**src/rtl/if_fetch_unit.sv**
```systemverilog
// Instruction-fetch stage: owns the PC, drives a req/ack instruction-memory port
// and parks a returned word in a one-entry hold buffer while the pipeline is frozen.
module if_fetch_unit #(
    parameter logic [31:0] RESET_PC = 32'h0000_0000,
    parameter logic [31:0] PC_STEP  = 32'd4
) (
    input  logic        clk_i,
    input  logic        rst_i,
    input  logic        start_i,
    input  logic        stall_i,
    input  logic        cpu_stall_i,
    input  logic        branch_i,
    input  logic [31:0] branch_target_i,
    input  logic        imem_ack_i,
    input  logic [31:0] imem_rdata_i,
    output logic        imem_req_o,
    output logic [31:0] imem_addr_o,
    output logic [31:0] pc_o,
    output logic [31:0] instr_o,
    output logic        fetch_stall_o
);

    typedef enum logic [1:0] {
        IDLE  = 2'd0,
        FETCH = 2'd1,
        READY = 2'd2
    } state_t;

    state_t      state, state_next;
    logic [31:0] pc, pc_next;
    logic        hold_valid, hold_valid_next;
    logic [31:0] hold_instr, hold_instr_next;

    logic fetch_ack;
    logic avail;
    logic adv;
    logic pc_change;

    // Acks are only meaningful while a request is open; a stray ack in IDLE is dropped.
    assign fetch_ack = (state == FETCH) && imem_ack_i;
    assign avail     = hold_valid || fetch_ack;
    assign adv       = avail && !cpu_stall_i;
    assign pc_change = adv && (branch_i || !stall_i);

    assign imem_req_o    = (state == FETCH);
    assign imem_addr_o   = pc;
    assign pc_o          = pc;
    assign fetch_stall_o = (state == FETCH) && !imem_ack_i;
    assign instr_o       = hold_valid ? hold_instr
                         : (fetch_ack ? imem_rdata_i : 32'h0000_0000);

    // NOTE: every variable is given its current value first so no path through
    // the case statement leaves it unassigned, which would infer a latch.
    always_comb begin
        state_next      = state;
        pc_next         = pc;
        hold_valid_next = hold_valid;
        hold_instr_next = hold_instr;

        // Branch wins over the load-use stall; IF/ID flushes the wrong-path word.
        if (adv && branch_i) begin
            pc_next = branch_target_i;
        end else if (adv && !stall_i) begin
            pc_next = pc + PC_STEP;
        end

        case (state)
            IDLE: begin
                if (start_i) begin
                    state_next = FETCH;
                end
            end
            FETCH: begin
                if (imem_ack_i && !pc_change) begin
                    state_next      = READY;
                    hold_valid_next = 1'b1;
                    hold_instr_next = imem_rdata_i;
                end
            end
            READY: begin
                if (pc_change) begin
                    state_next      = FETCH;
                    hold_valid_next = 1'b0;
                end
            end
            default: begin
                state_next      = IDLE;
                hold_valid_next = 1'b0;
            end
        endcase
    end

    // NOTE: state registers use non-blocking assignments so every flop samples
    // the pre-edge values, independent of statement order.
    always_ff @(posedge clk_i or negedge rst_i) begin
        if (!rst_i) begin
            state      <= IDLE;
            pc         <= RESET_PC;
            hold_valid <= 1'b0;
            hold_instr <= 32'h0000_0000;
        end else begin
            state      <= state_next;
            pc         <= pc_next;
            hold_valid <= hold_valid_next;
            hold_instr <= hold_instr_next;
        end
    end

endmodule
```
**config.mk**
```make
export PLATFORM = sky130hd
export DESIGN_NAME = if_fetch_unit
export DESIGN_NICKNAME = d
export VERILOG_FILES = /design/src/rtl/if_fetch_unit.sv
export SDC_FILE = /design/constraint.sdc
export NUM_CORES = 1
export LEC_CHECK = 0
export CAP_MARGIN = 20
export CORE_UTILIZATION = 35
export CTS_CLUSTER_DIAMETER = 200
export DETAILED_ROUTE_END_ITERATION = 16
export PLACE_DENSITY = 0.8
export RECOVER_POWER = 50
export SKIP_LAST_GASP = 1
export SLEW_MARGIN = 20
export SYNTH_ARGS = -nofsm -noshare
export SYNTH_HDL_FRONTEND = slang
export SYNTH_SLANG_ARGS = --single-unit
```
**constraint.sdc**
```tcl
create_clock -name clk_i -period 3.9 [get_ports clk_i]
set_input_delay 1.17 -clock clk_i [delete_from_list [all_inputs] [get_ports clk_i]]
set_output_delay 1.17 -clock clk_i [all_outputs]
set_load 0.02 [all_outputs]
```
==> results of run 1 <==
## state kept, by name (all words and copies together), names as in the netlist
signal and count:
state 2, imem_addr_o 32, hold_instr 32, hold_valid 1
## per-stage QoR
stage          setup WS (ns)  std cells  hold slack (ns)  instance area (sq um)  total power, mW
6_report              0.0959        699            0.491                   5920             4.82
5_1_grt             -0.00978        699            0.508                   5920             5.11
4_1_cts               0.0694        698            0.494                   5930             4.90
3_5_place_dp          -0.194        682            0.482                   5650             4.19
3_3_place_gp          -0.141        682            0.475                   5650             4.11
2_1_floorplan          0.684        415            0.466                   4010             3.00
## what timing repair did
| action | 4_1_cts | 5_1_grt |
|---|---|---|
| setup endpoints to repair | 32 | 13 |
| gates resized for setup | 32 | 13 |
| hold buffers | 0 | 0 |
## kinds of logic (layout without fill, tap and decap cells)
logic type | count (synthesis) | after routing | synth area share [%]
AO/OA/AOI/OAI | 124 | 124 | 21.7
AND/OR/NAND/NOR | 120 | 120 | 16.7
buffers and inverters | 68 | 211 | 9.71
flip-flops | 67 | 67 | 41.8
multiplexers | 35 | 35 | 9.74
adder cells (fa/ha/maj) | 1 | 1 | 0.312
other | 0 | 1 | 0
## worst min-delay path by stage
stage                     cells past startpoint             end  slack [ns]            from
after floorplan                               1  hold_instr[18]        0.47  hold_instr[18]
after global placement                        1  hold_instr[31]        0.48  hold_instr[31]
after CTS                                     1   hold_instr[9]        0.49   hold_instr[9]
final                                         1   hold_instr[9]        0.49   hold_instr[9]
after detailed placement                      1   hold_instr[9]        0.48   hold_instr[9]
after global routing                          1   hold_instr[9]        0.51   hold_instr[9]
## final cells by class
class	count	area [sq um]	area share, %
multi-input combinational	280	1940	32.9
timing repair buffer	184	1760	29.8
sequential	67	1680	28.3
clock buffer	12	267	4.50
tap	140	175	2.96
clock inverter	4	47.5	0.803
inverter	11	41.3	0.698
antenna	1	2.50	0.0423
## cell usage after synthesis, drive strengths merged, types with 2 or more instances
cell,number
a211oi,2
a21o,3
a21oi,27
a221oi,2
a22o,32
a22oi,5
a311oi,4
a31oi,3
and3,3
and3b,2
and4,2
buf,42
clkbuf,15
dfrtp,67
inv,11
mux2,32
mux2i,3
nand2,30
nand2b,2
nand3,9
nand3b,2
nand4,9
nor2,26
nor2b,3
nor3,16
nor4,5
o211ai,2
o21a,3
o21ai,21
o22a,3
o22ai,7
o2bb2ai,2
o31ai,4
o32ai,3
or3,4
or4,4
## critical path, cell delays in order
cell and delay [ns]:
clkdlybuf4s50_1 0.48, nand3b_1 0.12, nor2_2 0.16, buf_12 0.21, a22o_1 0.15, dlygate4sd2_1 0.34
## layout by cell type (no fill, tap or decap), types with 4 or more instances in the layout
cell type,n
a21oi_1,27
a22o_1,32
a22oi_1,5
a311oi_1,4
buf_4,9
clkbuf_1,5
clkbuf_16,9
clkdlybuf4s15_1,13
clkdlybuf4s50_1,103
dfrtp_1,67
dlygate4sd2_1,19
dlygate4sd3_1,32
inv_1,10
mux2_1,29
nand2_1,29
nand3_1,9
nand4_1,8
nor2_1,24
nor3_1,13
o21ai_0,17
o21ai_1,4
o22ai_1,7
or3_1,4
## routing by layer
metal  global-route usage [%]  vias to the layer above
li1                         -                     1799
met1                     24.4                     1866
met2                     36.0                      159
met3                     7.41                       11
met4                     6.76                        0
met5                        0                        -
## report_power, final
group          leakage, nW  switching (mW)  total (mW)  internal [mW]
registers            0.791           0.376        1.40           1.02
logic                 1.49            1.38        2.58           1.20
clock network        0.155           0.293       0.837          0.545
==> flow_summary.yaml, run 1 <==
run_status:
  status: "finished with violations"
  violations: "max-capacitance violations, max-slew violations"
cts:
  postCtsSetupBuffers: 0
  clock_latency_ns: 0.32
  cts_max_level: 3
  clock_path_buffers: 2
  clock_sinks: 67
  cts_root_buf: "clkbuf_16"
  cts_tree: "built"
  numCtsBuffers: 9
  path_clk_slew_ns: 0.05
synth:
  syn_inst: 415
  synth_area_sq_mm: 0.00401
  avgSynthCellArea_sq_um: 9.66
  postSynth.asyncResetShare_pct: 100
  synth_area_leaders: "dfrtp_1 42%, mux2_1 8.1%, a22o_1 7.0%"
  yosys_register_bits: 67
  synth_edf_count: 0
  syn_nets: 487
  synth_area_leader_cell: "dfrtp_1"
  synthFlopType: "dfrtp_1"
  ys_types: 56
  ys_seq_area_share_pct: 41.8
  synth_warnings: 0
  netlist.area_leader.share_pct: 41.8
floorplan:
  num_io_pins: 169
  fp.dieArea_sq_mm: 0.0119
  core-area_sq_mm: 0.0110
  die_h_microns: 109
  dieWidth_microns: 109
  initial_utilization_pct: 36.5
  num_rows: 38
power_and_ir_drop:
  vdd_drop_max_mv: 0.525
  p_per_area_mw_per_mm2: 814
  leakagePower_nw: 2.43
setup_path:
  rr_worst_depth: 6
  startpoint: "imem_ack_i"
  worst_ep_arrival_time_ns: 2.63
  path_class: "in -> out"
  crit_end: "instr_o[1]"
  crit_path_max_fanout: 32
  worst_r2r_endpoint: "imem_addr_o[21]"
  timing.rr.start: "hold_valid"
  required_ns: 2.73
  r2r_slack_ns: 1.36
  critPathCaptureType: "primary output"
  start_kind: "input port"
drt:
  wl_met2_microns: 5980
  drt-pass1-iter-count: 4
  ant_nets: 0
  vias: 3835
  wl_met1_microns: 4870
  routed_wl_microns: 12100
  route.met3.wl_microns: 1080
  via_per_inst: 5.49
  drcViolationCount: 0
  top_layer_used: "met4"
  post_drt_wl_per_cell_microns: 17.3
  drt_iter0_markers: 141
timing:
  relSlewSlack_pct: -12.9
  fin_crit_sh_pct: 97.5
  setup_viol: 0
  tightest_slew_ns: 1.69
  fmax_mhz: 263
  fin_skew_ns: 0.00691
  rsz0062_at_grt: "yes"
  post-route-min-period_ns: 3.80
  setup-tns-final_ns: 0
  hold_violations: 0
  maxSlewViolCount: 68
placed_design:
  port_buffers: 168
  place.gp.congestion: 0.789
  hpwl_microns: 8620
final_layout:
  area_growth_pct: 47.7
  final.fill_count: 1029
  utilization_pct: 53.9
  final_net_count: 625
  drive_gt1_share_pct: 8.24
global_routing:
  grt_first_pass_wirelength_microns: 19300
  overflow: 0
  grt.total_usage_pct: 21.0
  antenna_found_initial: 1
  grt_max_degree: 68
  grt_pass1_vias: 3994
min_path:
  hold_path_class: "reg -> reg"
flow_run:
  max_cap_viol_count: 1
(Power assumes the default switching activity.)
==> run 2, diff against run 1 <==
--- a/config.mk
+++ b/config.mk
@@ -11,7 +11,6 @@
 export DETAILED_ROUTE_END_ITERATION = 16
 export PLACE_DENSITY = 0.8
 export RECOVER_POWER = 50
-export SKIP_LAST_GASP = 1
 export SLEW_MARGIN = 20
 export SYNTH_ARGS = -nofsm -noshare
 export SYNTH_HDL_FRONTEND = slang
==> run 2 against run 1 <==
  * The flow still finishes with violations (max-capacitance violations, max-slew violations)
  * Clock power barely moved
  * Worst setup slack improved by 0.0070 ns
  * Critical path depth did not move
  * Maximum frequency rose by 0.18%
  * Worst hold slack barely moved
  * Total power fell by 0.14%
  * Combinational power barely moved
  * Flip-flop and latch count did not move
  * Clock skew barely moved
  * Register-to-register slack barely moved
  * Critical endpoint unchanged
  * Highest routed layer unchanged
  * Sequential share of layout area barely moved
  * Cell count did not move
==> flow_summary.yaml, run 2 (same netlist as run 1, synthesis figures left out) <==
power_and_ir_drop:
  leakagePower_nw: 2.43
  p_per_area_mw_per_mm2: 814
  vdd_drop_max_mv: 0.525
drt:
  drt-pass1-iter-count: 4
  post_drt_wl_per_cell_microns: 17.3
  ant_nets: 0
  drcViolationCount: 0
  drt_iter0_markers: 142
  routed_wl_microns: 12100
  via_per_inst: 5.50
  vias: 3847
floorplan:
  num_rows: 38
  dieWidth_microns: 109
  core-area_sq_mm: 0.0110
  num_io_pins: 169
  die_h_microns: 109
  initial_utilization_pct: 36.5
  fp.dieArea_sq_mm: 0.0119
timing:
  relSlewSlack_pct: -13.0
  tightest_slew_ns: 1.69
  maxSlewViolCount: 68
  fmax_mhz: 263
  rsz0062_at_grt: "no"
  fin_skew_ns: 0.00720
  post-route-min-period_ns: 3.80
  fin_crit_sh_pct: 97.4
  setup_viol: 0
  hold_violations: 0
global_routing:
  antenna_found_initial: 1
  grt_first_pass_wirelength_microns: 19300
  grt_max_degree: 68
  overflow: 0
  grt_pass1_vias: 3994
  grt.total_usage_pct: 21.0
cts:
  cts_max_level: 3
  cts_root_buf: "clkbuf_16"
  path_clk_slew_ns: 0.05
  clock_path_buffers: 2
  numCtsBuffers: 9
  cts_tree: "built"
  clock_sinks: 67
  cts_hold_buf: 0
  clock_latency_ns: 0.32
  postCtsSetupBuffers: 0
setup_path:
  start_kind: "input port"
  required_ns: 2.73
  crit_path_max_fanout: 32
  worst_ep_arrival_time_ns: 2.63
  path_class: "in -> out"
  critPathCaptureType: "primary output"
run_status:
  status: "finished with violations"
  violations: "max-capacitance violations, max-slew violations"
final_layout:
  layout.cells.most_common: "clkdlybuf4s50_1"
  drive_gt1_share_pct: 8.24
  postLayoutCellArea_sq_mm: 0.00591
  area_growth_pct: 47.5
  final_cell_mix: "102 x clkdlybuf4s50_1, 67 x dfrtp_1, 33 x dlygate4sd3_1"
  final_net_count: 625
  finalNonFillerCells: 699
placed_design:
  placement.cell_area_sq_mm: 0.00565
  port_buffers: 168
  hpwl_microns: 8620
  place.gp.congestion: 0.789
  dp.cells: 682
min_path:
  hold_path_class: "reg -> reg"
flow_run:
  max_cap_viol_count: 1
-- run 2: cell count changes in the layout (fill, tap and decap cells not counted), sizes merged --
cell and delta:
clkbuf +2, clkdlybuf4s15 -1, clkdlybuf4s50 -1, dlygate4sd3 +1
buf -1
-- run 2: worst max-delay path, stage by stage --
cell             delay, ns
clkdlybuf4s50_1       0.48
nand3b_1              0.11
nor2_2                0.16
buf_12                0.21
a22o_1                0.15
dlygate4sd2_1         0.34
-- run 2: path summary, 6_finish.rpt --
path | startpoint | endpoint | slack, ns | cells after the start
setup reg to reg | hold_valid | imem_addr_o[21] | 1.36 | 6
min in group asynchronous | rst_i | hold_instr[5] | 1.37 | 2
hold reg to reg | hold_instr[9] | hold_instr[9] | 0.49 | 1
max in group asynchronous | rst_i | imem_addr_o[12] | 1.51 | 2
hold / removal | hold_instr[9] | hold_instr[9] | 0.49 | 1
setup / recovery | imem_ack_i | instr_o[1] | 0.10 | 6
-- run 2: layout make-up --
class                           instances  area, sq um
Fill cell                            1032         5070
Multi-Input combinational cell        280         1940
Tap cell                              140          175
Antenna cell                            1         2.50
Inverter                               11         41.3
Sequential cell                        67         1680
Clock buffer                           12          267
Timing Repair Buffer                  184         1760
Clock inverter                          4         47.5
-- run 2: per-layer routing --
metal / part of all wire [%] / global-route usage, %
met2: 49 / 36.0
met3: 9.0 / 7.41
met5: 0 / 0
met4: 1.3 / 6.76
met1: 40 / 24.4
-- run 2: per-stage QoR --
stage               power [mW]  hold WS (ns)  utilization, %  setup TNS, ns  worst slack (ns)
global route              5.11         0.508            53.8              0           0.00473
global placement          4.11         0.475            51.5          -3.86            -0.141
finish                    4.81         0.491            53.8              0             0.103
CTS                       4.90         0.494            54.0              0            0.0694
detailed placement        4.19         0.482            51.5          -5.18            -0.194
floorplan                 3.00         0.466               -              0             0.684
-- run 2: what timing repair did --
item,CTS,global route
pin swaps,0,0
endpoints found under the setup margin,32,13
resized for setup,32,14
endpoints found under the hold margin,0,0
-- run 2: power breakdown --
group / leakage [nW] / internal (mW) / switching, mW / total, mW
Clock: 0.155 / 0.545 / 0.293 / 0.838
Sequential: 0.791 / 1.02 / 0.376 / 1.40
Combinational: 1.49 / 1.19 / 1.38 / 2.57
